### src/rtl/pipe_forward_datapath.sv
// Operand forwarding muxes plus ID/EX, EX/MEM and MEM/WB stage registers of the 5-stage core.
// ID to WB is three register stages; stalls and bubbles come from the hazard unit's enable/flush controls.
module pipe_forward_datapath #(
   parameter int XLEN = 32,
   parameter int REGW = 5
) (
   input  logic            clk,
   input  logic            rst,
   input  logic            reg_DE_EN,
   input  logic            reg_DE_flush,
   input  logic            reg_EM_EN,
   input  logic            reg_EM_flush,
   input  logic            reg_MW_EN,
   input  logic [1:0]      forward_ctrl_A,
   input  logic [1:0]      forward_ctrl_B,
   input  logic            forward_ctrl_ls,
   input  logic [XLEN-1:0] rs1_data_ID,
   input  logic [XLEN-1:0] rs2_data_ID,
   input  logic [REGW-1:0] rd_ID,
   input  logic            regwrite_ID,
   input  logic            memread_ID,
   input  logic            memwrite_ID,
   input  logic [XLEN-1:0] alu_out_EXE,
   input  logic [XLEN-1:0] mem_rdata_MEM,
   output logic [XLEN-1:0] rs1_fwd_ID,
   output logic [XLEN-1:0] rs2_fwd_ID,
   output logic [XLEN-1:0] rs1_EXE,
   output logic [XLEN-1:0] rs2_EXE_data,
   output logic [REGW-1:0] rd_EXE,
   output logic [REGW-1:0] rd_MEM,
   output logic [REGW-1:0] rs2_EXE,
   input  logic [REGW-1:0] rs2_ID,
   output logic [XLEN-1:0] alu_out_MEM,
   output logic [XLEN-1:0] mem_wdata_MEM,
   output logic            mem_we_MEM,
   output logic            mem_re_MEM,
   output logic            wb_we,
   output logic [REGW-1:0] wb_rd,
   output logic [XLEN-1:0] wb_data
);

   // ID/EX
   logic [XLEN-1:0] rs1_ex_d, rs1_ex_q, rs2_ex_d, rs2_ex_q;
   logic [REGW-1:0] rd_ex_d, rd_ex_q, rs2_idx_ex_d, rs2_idx_ex_q;
   logic            regwrite_ex_d, regwrite_ex_q, memread_ex_d, memread_ex_q;
   logic            memwrite_ex_d, memwrite_ex_q;
   // EX/MEM
   logic [XLEN-1:0] alu_mem_d, alu_mem_q, rs2_mem_d, rs2_mem_q;
   logic [REGW-1:0] rd_mem_d, rd_mem_q;
   logic            regwrite_mem_d, regwrite_mem_q, memread_mem_d, memread_mem_q;
   logic            memwrite_mem_d, memwrite_mem_q, ls_sel_d, ls_sel_q;
   // MEM/WB
   logic [XLEN-1:0] alu_wb_d, alu_wb_q, ldata_wb_d, ldata_wb_q;
   logic [REGW-1:0] rd_wb_d, rd_wb_q;
   logic            regwrite_wb_d, regwrite_wb_q, memtoreg_wb_d, memtoreg_wb_q;

   always_comb begin
      unique case (forward_ctrl_A)
         2'b01:   rs1_fwd_ID = alu_out_EXE;
         2'b10:   rs1_fwd_ID = alu_mem_q;
         2'b11:   rs1_fwd_ID = mem_rdata_MEM;
         default: rs1_fwd_ID = rs1_data_ID;
      endcase
      unique case (forward_ctrl_B)
         2'b01:   rs2_fwd_ID = alu_out_EXE;
         2'b10:   rs2_fwd_ID = alu_mem_q;
         2'b11:   rs2_fwd_ID = mem_rdata_MEM;
         default: rs2_fwd_ID = rs2_data_ID;
      endcase
   end

   always_comb begin
      rs1_ex_d      = rs1_ex_q;
      rs2_ex_d      = rs2_ex_q;
      rd_ex_d       = rd_ex_q;
      rs2_idx_ex_d  = rs2_idx_ex_q;
      regwrite_ex_d = regwrite_ex_q;
      memread_ex_d  = memread_ex_q;
      memwrite_ex_d = memwrite_ex_q;
      if (reg_DE_flush) begin
         rs1_ex_d      = '0;
         rs2_ex_d      = '0;
         rd_ex_d       = '0;
         rs2_idx_ex_d  = '0;
         regwrite_ex_d = 1'b0;
         memread_ex_d  = 1'b0;
         memwrite_ex_d = 1'b0;
      end else if (reg_DE_EN) begin
         rs1_ex_d      = rs1_fwd_ID;
         rs2_ex_d      = rs2_fwd_ID;
         rd_ex_d       = rd_ID;
         rs2_idx_ex_d  = rs2_ID;
         regwrite_ex_d = regwrite_ID;
         memread_ex_d  = memread_ID;
         memwrite_ex_d = memwrite_ID;
      end
   end

   always_comb begin
      alu_mem_d      = alu_mem_q;
      rs2_mem_d      = rs2_mem_q;
      rd_mem_d       = rd_mem_q;
      regwrite_mem_d = regwrite_mem_q;
      memread_mem_d  = memread_mem_q;
      memwrite_mem_d = memwrite_mem_q;
      ls_sel_d       = ls_sel_q;
      if (reg_EM_flush) begin
         alu_mem_d      = '0;
         rs2_mem_d      = '0;
         rd_mem_d       = '0;
         regwrite_mem_d = 1'b0;
         memread_mem_d  = 1'b0;
         memwrite_mem_d = 1'b0;
         ls_sel_d       = 1'b0;
      end else if (reg_EM_EN) begin
         alu_mem_d      = alu_out_EXE;
         rs2_mem_d      = rs2_ex_q;
         rd_mem_d       = rd_ex_q;
         regwrite_mem_d = regwrite_ex_q;
         memread_mem_d  = memread_ex_q;
         memwrite_mem_d = memwrite_ex_q;
         ls_sel_d       = forward_ctrl_ls;
      end
   end

   always_comb begin
      alu_wb_d      = alu_wb_q;
      ldata_wb_d    = ldata_wb_q;
      rd_wb_d       = rd_wb_q;
      regwrite_wb_d = regwrite_wb_q;
      memtoreg_wb_d = memtoreg_wb_q;
      if (reg_MW_EN) begin
         alu_wb_d      = alu_mem_q;
         ldata_wb_d    = mem_rdata_MEM;
         rd_wb_d       = rd_mem_q;
         regwrite_wb_d = regwrite_mem_q;
         memtoreg_wb_d = memread_mem_q;
      end
   end

   always_ff @(posedge clk) begin
      if (rst) begin
         rs1_ex_q       <= '0;
         rs2_ex_q       <= '0;
         rd_ex_q        <= '0;
         rs2_idx_ex_q   <= '0;
         regwrite_ex_q  <= 1'b0;
         memread_ex_q   <= 1'b0;
         memwrite_ex_q  <= 1'b0;
         alu_mem_q      <= '0;
         rs2_mem_q      <= '0;
         rd_mem_q       <= '0;
         regwrite_mem_q <= 1'b0;
         memread_mem_q  <= 1'b0;
         memwrite_mem_q <= 1'b0;
         ls_sel_q       <= 1'b0;
         alu_wb_q       <= '0;
         ldata_wb_q     <= '0;
         rd_wb_q        <= '0;
         regwrite_wb_q  <= 1'b0;
         memtoreg_wb_q  <= 1'b0;
      end else begin
         rs1_ex_q       <= rs1_ex_d;
         rs2_ex_q       <= rs2_ex_d;
         rd_ex_q        <= rd_ex_d;
         rs2_idx_ex_q   <= rs2_idx_ex_d;
         regwrite_ex_q  <= regwrite_ex_d;
         memread_ex_q   <= memread_ex_d;
         memwrite_ex_q  <= memwrite_ex_d;
         alu_mem_q      <= alu_mem_d;
         rs2_mem_q      <= rs2_mem_d;
         rd_mem_q       <= rd_mem_d;
         regwrite_mem_q <= regwrite_mem_d;
         memread_mem_q  <= memread_mem_d;
         memwrite_mem_q <= memwrite_mem_d;
         ls_sel_q       <= ls_sel_d;
         alu_wb_q       <= alu_wb_d;
         ldata_wb_q     <= ldata_wb_d;
         rd_wb_q        <= rd_wb_d;
         regwrite_wb_q  <= regwrite_wb_d;
         memtoreg_wb_q  <= memtoreg_wb_d;
      end
   end

   assign rs1_EXE      = rs1_ex_q;
   assign rs2_EXE_data = rs2_ex_q;
   assign rd_EXE       = rd_ex_q;
   assign rs2_EXE      = rs2_idx_ex_q;
   assign rd_MEM       = rd_mem_q;
   assign alu_out_MEM  = alu_mem_q;
   assign mem_we_MEM   = memwrite_mem_q;
   assign mem_re_MEM   = memread_mem_q;
   // The producing load has already moved to WB when its dependent store reaches MEM.
   assign mem_wdata_MEM = ls_sel_q ? ldata_wb_q : rs2_mem_q;

   assign wb_rd   = rd_wb_q;
   assign wb_data = memtoreg_wb_q ? ldata_wb_q : alu_wb_q;
   assign wb_we   = regwrite_wb_q && (rd_wb_q != '0);

endmodule

### config.mk
export PLATFORM = sky130hd
export DESIGN_NAME = pipe_forward_datapath
export DESIGN_NICKNAME = d
export VERILOG_FILES = /design/src/rtl/pipe_forward_datapath.sv
export SDC_FILE = /design/constraint.sdc
export NUM_CORES = 1
export LEC_CHECK = 0
export BUFFER_PORTS_ARGS = -buffer_cell sky130_fd_sc_hd__buf_2
export CORE_AREA = 2 2 156 158
export DETAILED_ROUTE_END_ITERATION = 10
export DIE_AREA = 0 0 158 160
export GPL_ROUTABILITY_DRIVEN = 0
export HOLD_SLACK_MARGIN = 0.03
export PLACE_DENSITY = 0.72
export SETUP_SLACK_MARGIN = 0.02
export SLEW_MARGIN = 20
export SYNTH_ARGS = -nofsm -noshare
export SYNTH_HDL_FRONTEND = slang
export SYNTH_SLANG_ARGS = --single-unit
export TNS_END_PERCENT = 5
### constraint.sdc
create_clock -name clk -period 1.4 [get_ports clk]
set_input_delay 0.21 -clock clk [delete_from_list [all_inputs] [get_ports clk]]
set_output_delay 0.21 -clock clk [all_outputs]
set_load 0.02 [all_outputs]
### After elaboration in Yosys (flattened, before gate mapping)

Index checks and enable logic that the tools add are counted.

| storage, ports and cells | value |
|---|---|
| bits in registers | 221 |
| latch bits | 0 |
| bits in writable memories | 0 |
| ROM bits | 0 |
| bits of input ports | 153 |
| output and inout port bits | 247 |
| logic and storage cells | 33 |
| memories kept | 0 |

| cells by class | value |
|---|---|
| add/sub/neg operators | 0 |
| $mul | 0 |
| div/mod/pow operators | 0 |
| magnitude comparators | 0 |
| equality and inequality tests | 6 |
| shift operators | 0 |
| mux-type cells | 4 |
| bitwise logic cells | 0 |
| reduce and logical (&&, ||, !) cells | 4 |

Operator list:

| operator | count |
|---|---|
| $pmux W32 S3 | 2 |
| $mux W32 | 2 |
| $eq A2 B2 Y1 const B | 4 |
| $reduce_bool A5 Y1 | 1 |
| $eq A2 B1 Y1 const B | 2 |
| $reduce_or A2 Y1 | 2 |
| $logic_and A1 B1 Y1 | 1 |

### Longest topological paths before layout

Gate-level depths: netlist (run 1).

| depth | value |
|---|---|
| depth after elaboration | 2 |
| mapped depth | 6 |
| depth with buffers taken out | 3 |

### Worst setup path before layout (run 1)

Ideal clock, no wire load.

| timing path | value |
|---|---|
| path type | input to register |
| start point | input port forward_ctrl_A[0] |
| end point | register rs1_ex_q[24], in the netlist rs1_EXE[24] |
| library setup time | 0.128 ns |
| arrival time | 1.247 ns |
| data required time | 1.272 ns |
| slack | 0.026 ns |
| cell stages on the path | 5 |
| cells stage by stage | buf_6 > buf_12 > mux4_2 > mux2i_1 > nor2_1 |

| between the ends | value |
|---|---|
| word-level cells in the longest chain between the ends | 2 |
| elaborated cells between the ends (all ways) | 4 |

Ends and longest elaborated chain:

| element | line | source |
|---|---|---|
| start, declared | 14 | `input logic [1:0] forward_ctrl_A,` |
| $eq A2 B2 Y1 / $eq A2 B1 Y1 (equally long branches) | 58 | `unique case (forward_ctrl_A)` |
| $pmux W32 S3 * | 58 |  |
| net rs1_fwd_ID[24] | 25 | `output logic [XLEN-1:0] rs1_fwd_ID,` |
| end signal, assigned | 163 | `rs1_ex_q <= rs1_ex_d;` |
| end, declared | 43 | `logic [XLEN-1:0] rs1_ex_d, rs1_ex_q, rs2_ex_d, rs2_ex_q;` |

The timed path passes the listed nets; every way through them passes the cells marked *.
A chain may end at the register's enable or synchronous reset.

### Final worst setup path (run 1)

| timing path | value |
|---|---|
| start point | register rd_wb_q[4], in the netlist wb_rd[4] |
| end point | output port wb_we |

| between the ends | value |
|---|---|
| word-level cells in the longest chain between the ends | 2 |

Ends and longest elaborated chain:

| element | line | source |
|---|---|---|
| start, declared | 54 | `logic [REGW-1:0] rd_wb_d, rd_wb_q;` |
| start signal, assigned | 179 | `rd_wb_q <= rd_wb_d;` |
| $reduce_bool A5 Y1 | 198 | `assign wb_we = regwrite_wb_q && (rd_wb_q != '0);` |
| $logic_and A1 B1 Y1 | 198 |  |
| end, declared | 37 | `output logic wb_we,` |

No other way between the ends.

==> flow_summary.toml, run 1 <==
[timing]
fmax_ghz = 0.5352
rsz0062_at_grt = "yes"
worst_pin_slew_ps = 425.6
period_share_pct = 133.5
skew_ps = 5.227
setup_viol = 129
min_period_ps = 1869
fin_ws_ps = -468.5
hold_violations = 0
fin_hold_ws_ps = 117.6
slew_headroom_pct = 71.63
slew_violations = 0

[routing]
wirelength_met1_um = 13290
dr_wl_met3_um = 2045
routed.top_layer = "met4"
route.detailed.drc = 0
wl_per_cell_um = 19.95
viasPerCell = 5.222
drtIter0Drc = 489
ant_nets = 0
route.vias.total = 8736
totalWireLength_um = 33370
first_pass_iters = 4
wl_met2_um = 16980

[synth]
synth_area_um2 = 10150
yosysWarnings = 0
yosysSeqAreaShare_pct = 43.58
yosysUniqueCellTypes = 14
synth_top_cell_area_share_pct = 43.58
postSynthAreaPerCell_um2 = 11.71
synth_cells = 867
yosys.area.top_type = "dfxtp_1"
synthTopCellsByArea = "dfxtp_1 (44%), mux2i_1 (22%), mux4_2 (13%)"
syn-num-nets = 1020
ys_ff_latch = 221

[min_path]
hp-class = "input port to flip-flop"
whs_path_depth = 3

[floorplan]
core_region_area_um2 = 23820
dieWidth_um = 158
die_h_um = 160
io_pins = 400
dieArea_um2 = 25280
rows = 57
start_util_pct = 42.61

[placed_design]
placed_area_um2 = 12560
dp_hpwl_um = 22220
portBuffers = 399

[finish]
drive_gt1_share_pct = 46.78
post-route-util_pct = 62.45
nets = 1485
n_antenna_cell = 0
layout_common_cells = "buf_2 (328), mux2i_1 (221), nor2_1 (221)"
nFillCells = 1905
final_common_cell = "buf_2"
final_area_um2 = 14880
area_growth_pct = 46.54

[flow_run]
maxCapViolCount = 0

[outcome]
violations = "setup timing"
status = "finished, violations left"

[grt]
grt_pass1_wl_um = 48690
antenna_found_initial = 0
grt_pass1_vias = 8775
overflow = 0
grt_max_degree = 74
grt.total_usage_pct = 24.32

[worst_setup_path]
crit_path_max_fanout = 2
reg2reg_setup_slack_ps = 90
criticalPathCategory = "flip-flop to output pin"
r2r.worst_path.cells = 4
arrival_ps = 1660
crit_path_end_kind = "output pin"
start_kind = "flip-flop"
crit_required_ps = 1190

[power_and_ir_drop]
p_per_area_nw_per_um2 = 1053
vdd_ir_drop_max_mv = 0.9384
leakagePower_nw = 7.141

[clocking]
cts_buffers = 24
cts_tree = "built"
clock_sinks = 221
clkTransAtPathRegs_ps = 60
root_buffer = "clkbuf_16"
clockBufferDepth = 3
clk_latency_ps = 510
htree_num_levels = 1
==> sequential cells by signal, indices dropped and copies added (netlist names), 5 cells and up <==
signal / flops
ldata_wb_q: 32
rd_EXE: 5
wb_rd: 5
rs2_EXE: 5
rs2_mem_q: 32
alu_wb_q: 32
rs1_EXE: 32
alu_out_MEM: 32
rs2_EXE_data: 32
rd_MEM: 5
==> cell usage after synthesis <==
cell,count
dfxtp_1,221
buf_12,6
mux4_2,60
mux2_2,64
buf_4,8
or2_2,2
mux2i_1,221
buf_2,36
nor2_1,221
or4_1,1
clkbuf_1,17
mux4_1,4
o21a_1,1
buf_6,5
==> kinds of logic after synthesis <==
logic type | after synthesis | share of synthesized area [%]
flops | 221 | 43.58
mux | 349 | 43.24
buf+inv | 72 | 4.733
compound gates | 1 | 0.07398
simple gates | 224 | 8.369
==> worst max-delay path, cell delays in order (launching register included) <==
cell and delay (ps):
dfxtp_2 320, or4_1 510, o21a_1 200, buf_6 130
==> stage by stage <==
stage / std cells / TNS (ps) / total power (W) / worst slack, ps
floorplan: 867 / 0 / 0.008295 / 25.78
global placement: 1547 / -8727 / 0.009136 / -162.4
detailed placement: 1547 / -10580 / 0.009175 / -178.0
CTS: 1670 / -46680 / 0.01572 / -500.0
global route: 1673 / -49900 / 0.01621 / -520.0
finish: 1673 / -43970 / 0.01566 / -468.5
==> per-layer routing <==
metal	vias to the layer above	track usage (%)
met3	72	4.640
met5	-	0
met2	352	44.13
met4	0	6.798
li1	4003	-
met1	4309	29.07
==> final timing paths <==
path	start	end
worst max register to register	alu_out_MEM[29]$_SDFFE_PP0P_	rs2_EXE_data[29]$_SDFFE_PP0P_
worst min register to register	rs1_EXE[1]$_SDFFE_PP0P_	rs1_EXE[1]$_SDFFE_PP0P_
worst max-delay path	wb_rd[4]$_SDFFE_PP0P_	wb_we
worst min-delay path	reg_EM_EN	alu_out_MEM[30]$_SDFFE_PP0P_
==> final cells by class <==
class | instances | area, um^2 | area share, %
Clock buffer | 32 | 701.9 | 4.719
Multi-Input combinational cell | 574 | 5426 | 36.48
Timing Repair Buffer | 511 | 3789 | 25.47
Tap cell | 324 | 405.4 | 2.725
Sequential cell | 221 | 4467 | 30.03
Clock inverter | 11 | 86.33 | 0.5804
==> report_power, final <==
part           total, W  leakage, nW  internal [W]  switching (W)
clock network   0.00628        0.402       0.00370        0.00257
registers       0.00664         1.81       0.00648       0.000159
logic           0.00274         4.93       0.00132        0.00143
total            0.0157         7.14        0.0115        0.00416
==> what timing repair did <==
action	4_1_cts	5_1_grt
resized for setup	135	86
hold endpoints to repair	78	0
buffers inserted	2	0
hold buffers	78	0
cloned	0	3
pin swaps	2	2
setup endpoints to repair	135	130
Note: power is estimated with default switching activity, not from simulation.
==> inputs of run 2 (changes only) <==
--- a/config.mk
+++ b/config.mk
@@ -12,6 +12,7 @@
 export GPL_ROUTABILITY_DRIVEN = 0
 export HOLD_SLACK_MARGIN = 0.03
 export PLACE_DENSITY = 0.72
+export RECOVER_POWER = 50
 export SETUP_SLACK_MARGIN = 0.02
 export SLEW_MARGIN = 20
 export SYNTH_ARGS = -nofsm -noshare
==> run 2 against run 1 <==
The run still ends with setup timing left. Hold slack worse by 0.58 ps. Sequential share of layout area about the same. Clock power about the same. Count of clock-buffer cells in the layout unchanged. Sequential power about the same. Total power down 0.13%. Die area unchanged. Setup slack worse by 1.7 ps. Maximum frequency about the same. Routed wire length unchanged. Clock skew up 1.0 ps. Largest cell class unchanged.
==> flow_summary.toml, run 2 (synthesis results as in run 1) <==
[outcome]
status = "finished, violations left"
violations = "setup timing"

[routing]
ant_nets = 0
wl_per_cell_um = 19.95
routed.top_layer = "met4"
totalWireLength_um = 33370
wirelength_met1_um = 13180
wl_met2_um = 16990
route.vias.total = 8719
route.detailed.drc = 0
first_pass_iters = 5
viasPerCell = 5.212
drtIter0Drc = 401
dr_wl_met3_um = 2163

[grt]
antenna_found_initial = 0
overflow = 0
grt_pass1_wl_um = 48690
grt_max_degree = 74
grt.total_usage_pct = 24.32
grt_pass1_vias = 8775

[timing]
fin_hold_ws_ps = 117.0
setup_viol = 129
slew_headroom_pct = 36.44
fmax_ghz = 0.5347
slew_violations = 0
fin_ws_ps = -470.2
skew_ps = 6.275
hold_violations = 0
period_share_pct = 133.6
worst_pin_slew_ps = 953.5
min_period_ps = 1870
rsz0062_at_grt = "yes"

[placed_design]
dp_slack_ps = -178.0
placed_area_um2 = 12560
dp.cells = 1547
dp_hpwl_um = 22220
portBuffers = 399

[clocking]
clkTransAtPathRegs_ps = 60
cts_buffers = 24
clock_sinks = 221
cts_tree = "built"
htree_num_levels = 1
root_buffer = "clkbuf_16"
clockBufferDepth = 3
clk_latency_ps = 510

[min_path]
hp-class = "input port to flip-flop"
hp-start = "reg_EM_EN"
whs_endpoint = "alu_out_MEM[30]$_SDFFE_PP0P_"
whs_path_depth = 3

[floorplan]
io_pins = 400
dieArea_um2 = 25280
start_util_pct = 42.61
die_h_um = 160
rows = 57
core_region_area_um2 = 23820
dieWidth_um = 158

[power_and_ir_drop]
totalPowerFinal_w = 0.01564
leakagePower_nw = 7.027
p_per_area_nw_per_um2 = 1058
vdd_ir_drop_max_mv = 0.9488

[finish]
nets = 1485
layout_common_cells = "buf_2 (295), mux2i_1 (221), nor2_1 (221)"
fin_cells = 1673
drive_gt1_share_pct = 42.48
final_common_cell = "buf_2"
n_antenna_cell = 0
final_area_um2 = 14780
area_growth_pct = 45.56

[worst_setup_path]
path_cells = "or4_1 > o21a_1 > buf_6"
criticalPathCategory = "flip-flop to output pin"
reg2reg_from = "alu_out_MEM[29]$_SDFFE_PP0P_"
critPathMaxStageDelay_ps = 510
reg2reg_to = "rs2_EXE_data[29]$_SDFFE_PP0P_"
start_kind = "flip-flop"
crit_required_ps = 1190
arrival_ps = 1660
r2r.worst_path.cells = 4
crit_path_max_fanout = 2
crit_slowest_cell = "or4_1"
worst-path-buf-inv = 1
crit_path_end_kind = "output pin"
crit_family = "simple AND/OR/NAND/NOR gates"
reg2reg_setup_slack_ps = 60

[flow_run]
maxCapViolCount = 0
run 2: cell type report:
type / count / area [um^2]
fillers: 1945 / 9045
well taps: 324 / 405.4
multi-input cells: 574 / 5426
repair buffers: 511 / 3722
clock buffers: 32 / 701.9
clock inverters: 11 / 86.33
flip-flops and latches: 221 / 4433
run 2: worst max-delay path by stage:
stage | start | to | slack [ps] | cells past startpoint
2_1_floorplan | forward_ctrl_A[0] | rs1_EXE[24]$_SDFFE_PP0P_ | 30 | 5
3_3_place_gp | forward_ctrl_A[0] | rs1_fwd_ID[15] | -160 | 4
3_5_place_dp | forward_ctrl_A[0] | rs1_fwd_ID[15] | -180 | 4
4_1_cts | wb_rd[0]$_SDFFE_PP0P_ | wb_we | -500 | 3
5_1_grt | wb_rd[4]$_SDFFE_PP0P_ | wb_we | -520 | 3
6_report | wb_rd[4]$_SDFFE_PP0P_ | wb_we | -470 | 3
run 2: power by group:
group	total [W]	internal (W)	switching [W]
Combinational	0.00272	0.00129	0.00143
Sequential	0.00663	0.00647	0.000159
Clock	0.00629	0.00371	0.00258
run 2: layer usage:
layer  global-route usage, %  vias up
met4                   6.798        0
met5                       0        -
met1                   29.07     4277
met3                   4.640       70
met2                   44.13      372
li1                        -     4000
run 2: what timing repair did:
action                                  CTS  global route
gates cloned                              0             3
resized for setup                       135            86
endpoints found under the hold margin    78             0
hold buffers                             78             0
endpoints found under the setup margin  135           130
setup buffers                             2             0
pin swaps                                 2             2
run 2: metrics by stage:
stage | util (%) | setup TNS [ps]
global placement | 52.74 | -8727
CTS | 61.00 | -46680
detailed placement | 52.74 | -10580
floorplan | - | 0
finish | 62.03 | -45030
global route | 62.03 | -51360
run 2: worst register-to-register path, cell delays in order, from the launching register on:
cell     delay, ps
dfxtp_1        350
mux4_2         520
buf_4          160
mux2i_1        120
nor2_1          50
==> inputs of run 3 (changes only) <==
--- a/config.mk
+++ b/config.mk
@@ -14,6 +14,7 @@
 export PLACE_DENSITY = 0.72
 export RECOVER_POWER = 50
 export SETUP_SLACK_MARGIN = 0.02
+export SKIP_LAST_GASP = 1
 export SLEW_MARGIN = 20
 export SYNTH_ARGS = -nofsm -noshare
 export SYNTH_HDL_FRONTEND = slang
==> run 3 against run 2 <==
The flow still finishes with violations (setup timing). Via count is essentially flat. Global-route usage down 0.27 points. Clock power about the same. Hold slack lost 2.0 ps.
==> flow_summary.toml, run 3 (synthesis results as in run 1) <==
[outcome]
status = "finished, violations left"
violations = "setup timing"

[timing]
min_period_ps = 1869
tns_ps = -47130
period_share_pct = 133.5
setup_viol = 132
hold_violations = 0
skew_ps = 6.632
slew_headroom_pct = 36.48
rsz0062_at_grt = "yes"
fin_hold_ws_ps = 115.0
fin_ws_ps = -468.8
fmax_ghz = 0.5351
slew_violations = 0
worst_pin_slew_ps = 952.8

[worst_setup_path]
arrival_ps = 1660
worstSetupStartpoint = "wb_rd[4]$_SDFFE_PP0P_"
crit_path_end_kind = "output pin"
crit_required_ps = 1190
start_kind = "flip-flop"
criticalPathCategory = "flip-flop to output pin"
reg2reg_from = "alu_out_MEM[29]$_SDFFE_PP0P_"
crit_path_max_fanout = 2
reg2reg_setup_slack_ps = 50

[min_path]
hp-class = "input port to flip-flop"
hp-start = "reg_EM_EN"

[power_and_ir_drop]
combPwrFrac_pct = 16.8
p_per_area_nw_per_um2 = 1089
vdd_ir_drop_max_mv = 0.9400
pwr-share-clk_pct = 40.4
leakagePower_nw = 6.926
internal-power_w = 0.01139
p_sw_share_pct = 26.55
power_switching_w = 0.004116
p_seq_share_pct = 42.7

[flow_run]
maxCapViolCount = 0

[clocking]
cts_buffers = 24
clockBufferDepth = 3
cts_tree = "built"
clkTransAtPathRegs_ps = 60
clock_sinks = 221
root_buffer = "clkbuf_16"
clk_latency_ps = 510
htree_num_levels = 1

[routing]
wl_per_cell_um = 19.44
drtIter0Drc = 407
route.vias.total = 8721
totalWireLength_um = 32520
viasPerCell = 5.213
first_pass_iters = 5
route.detailed.drc = 0
ant_nets = 0

[finish]
final_common_cell = "buf_2"
nFillCells = 2030
n_antenna_cell = 0
layout_common_cells = "buf_2 (355), mux2i_1 (221), nor2_1 (221)"
post-route-util_pct = 59.74
area_growth_pct = 40.19
drive_gt1_share_pct = 42.18
multiInputGateArea_um2 = 5265
nets = 1485
regArea_um2 = 4433
final_area_um2 = 14230

[grt]
antenna_found_initial = 0
overflow = 0
grt_max_degree = 74
grt_pass1_vias = 8660
grt.total_usage_pct = 24.06
grt_pass1_wl_um = 48110

[placed_design]
placed_area_um2 = 12560
dp_hpwl_um = 22220
portBuffers = 399

[floorplan]
rows = 57
core_region_area_um2 = 23820
dieWidth_um = 158
dieArea_um2 = 25280
io_pins = 400
die_h_um = 160
start_util_pct = 42.61
==> run 3: what timing repair did <==
item	CTS	global route
buffers inserted	2	0
setup endpoints to repair	135	139
cloned	0	3
gates resized for setup	23	8
hold buffers	78	0
pin swaps	2	2
endpoints found under the hold margin	78	0
==> run 3: power by group through the flow <==
stage / clock [W] / combinational (W) / sequential, W
after floorplan: 0 / 0.00145 / 0.00685
after global placement: 0 / 0.00238 / 0.00676
after detailed placement: 0 / 0.00241 / 0.00676
after CTS: 0.00643 / 0.00261 / 0.00662
after global routing: 0.00667 / 0.00275 / 0.00665
final: 0.00627 / 0.00261 / 0.00663
==> run 3: per-stage QoR <==
| step | total power [W] | std cells | setup slack (ps) |
|---|---|---|---|
| 3_3_place_gp | 0.009136 | 1547 | -162.4 |
| 6_report | 0.01550 | 1673 | -468.8 |
| 5_1_grt | 0.01607 | 1673 | -520.0 |
| 2_1_floorplan | 0.008295 | 867 | 25.78 |
| 4_1_cts | 0.01566 | 1670 | -500.0 |
| 3_5_place_dp | 0.009175 | 1547 | -178.0 |
==> run 3: final cells by class <==
class	count	share of cell area, %
clock buffers	32	4.932
clock inverters	11	0.6066
multi-input cells	574	37.00
flip-flops and latches	221	31.15
well taps	324	2.849
repair buffers	511	23.47
==> run 3: path summary, 6_finish.rpt <==
kind,cells past startpoint,end
setup / recovery,3,wb_we
hold / removal,3,alu_out_MEM[30]$_SDFFE_PP0P_
setup reg to reg,4,rs2_EXE_data[29]$_SDFFE_PP0P_
hold reg to reg,2,rs1_EXE[13]$_SDFFE_PP0P_
==> run 3: worst max-delay path, cell delays in order (launching register included) <==
cell and delay, ps:
dfxtp_2 320, or4_1 510, o21a_1 200, buf_6 130
==> run 3: metal layers <==
metal	vias up	global-route usage, %	part of all wire, %
li1	4011	-	-
met1	4265	28.71	40
met2	372	43.62	51
met3	73	4.640	6.5
met4	0	6.839	3.2
met5	-	0	0
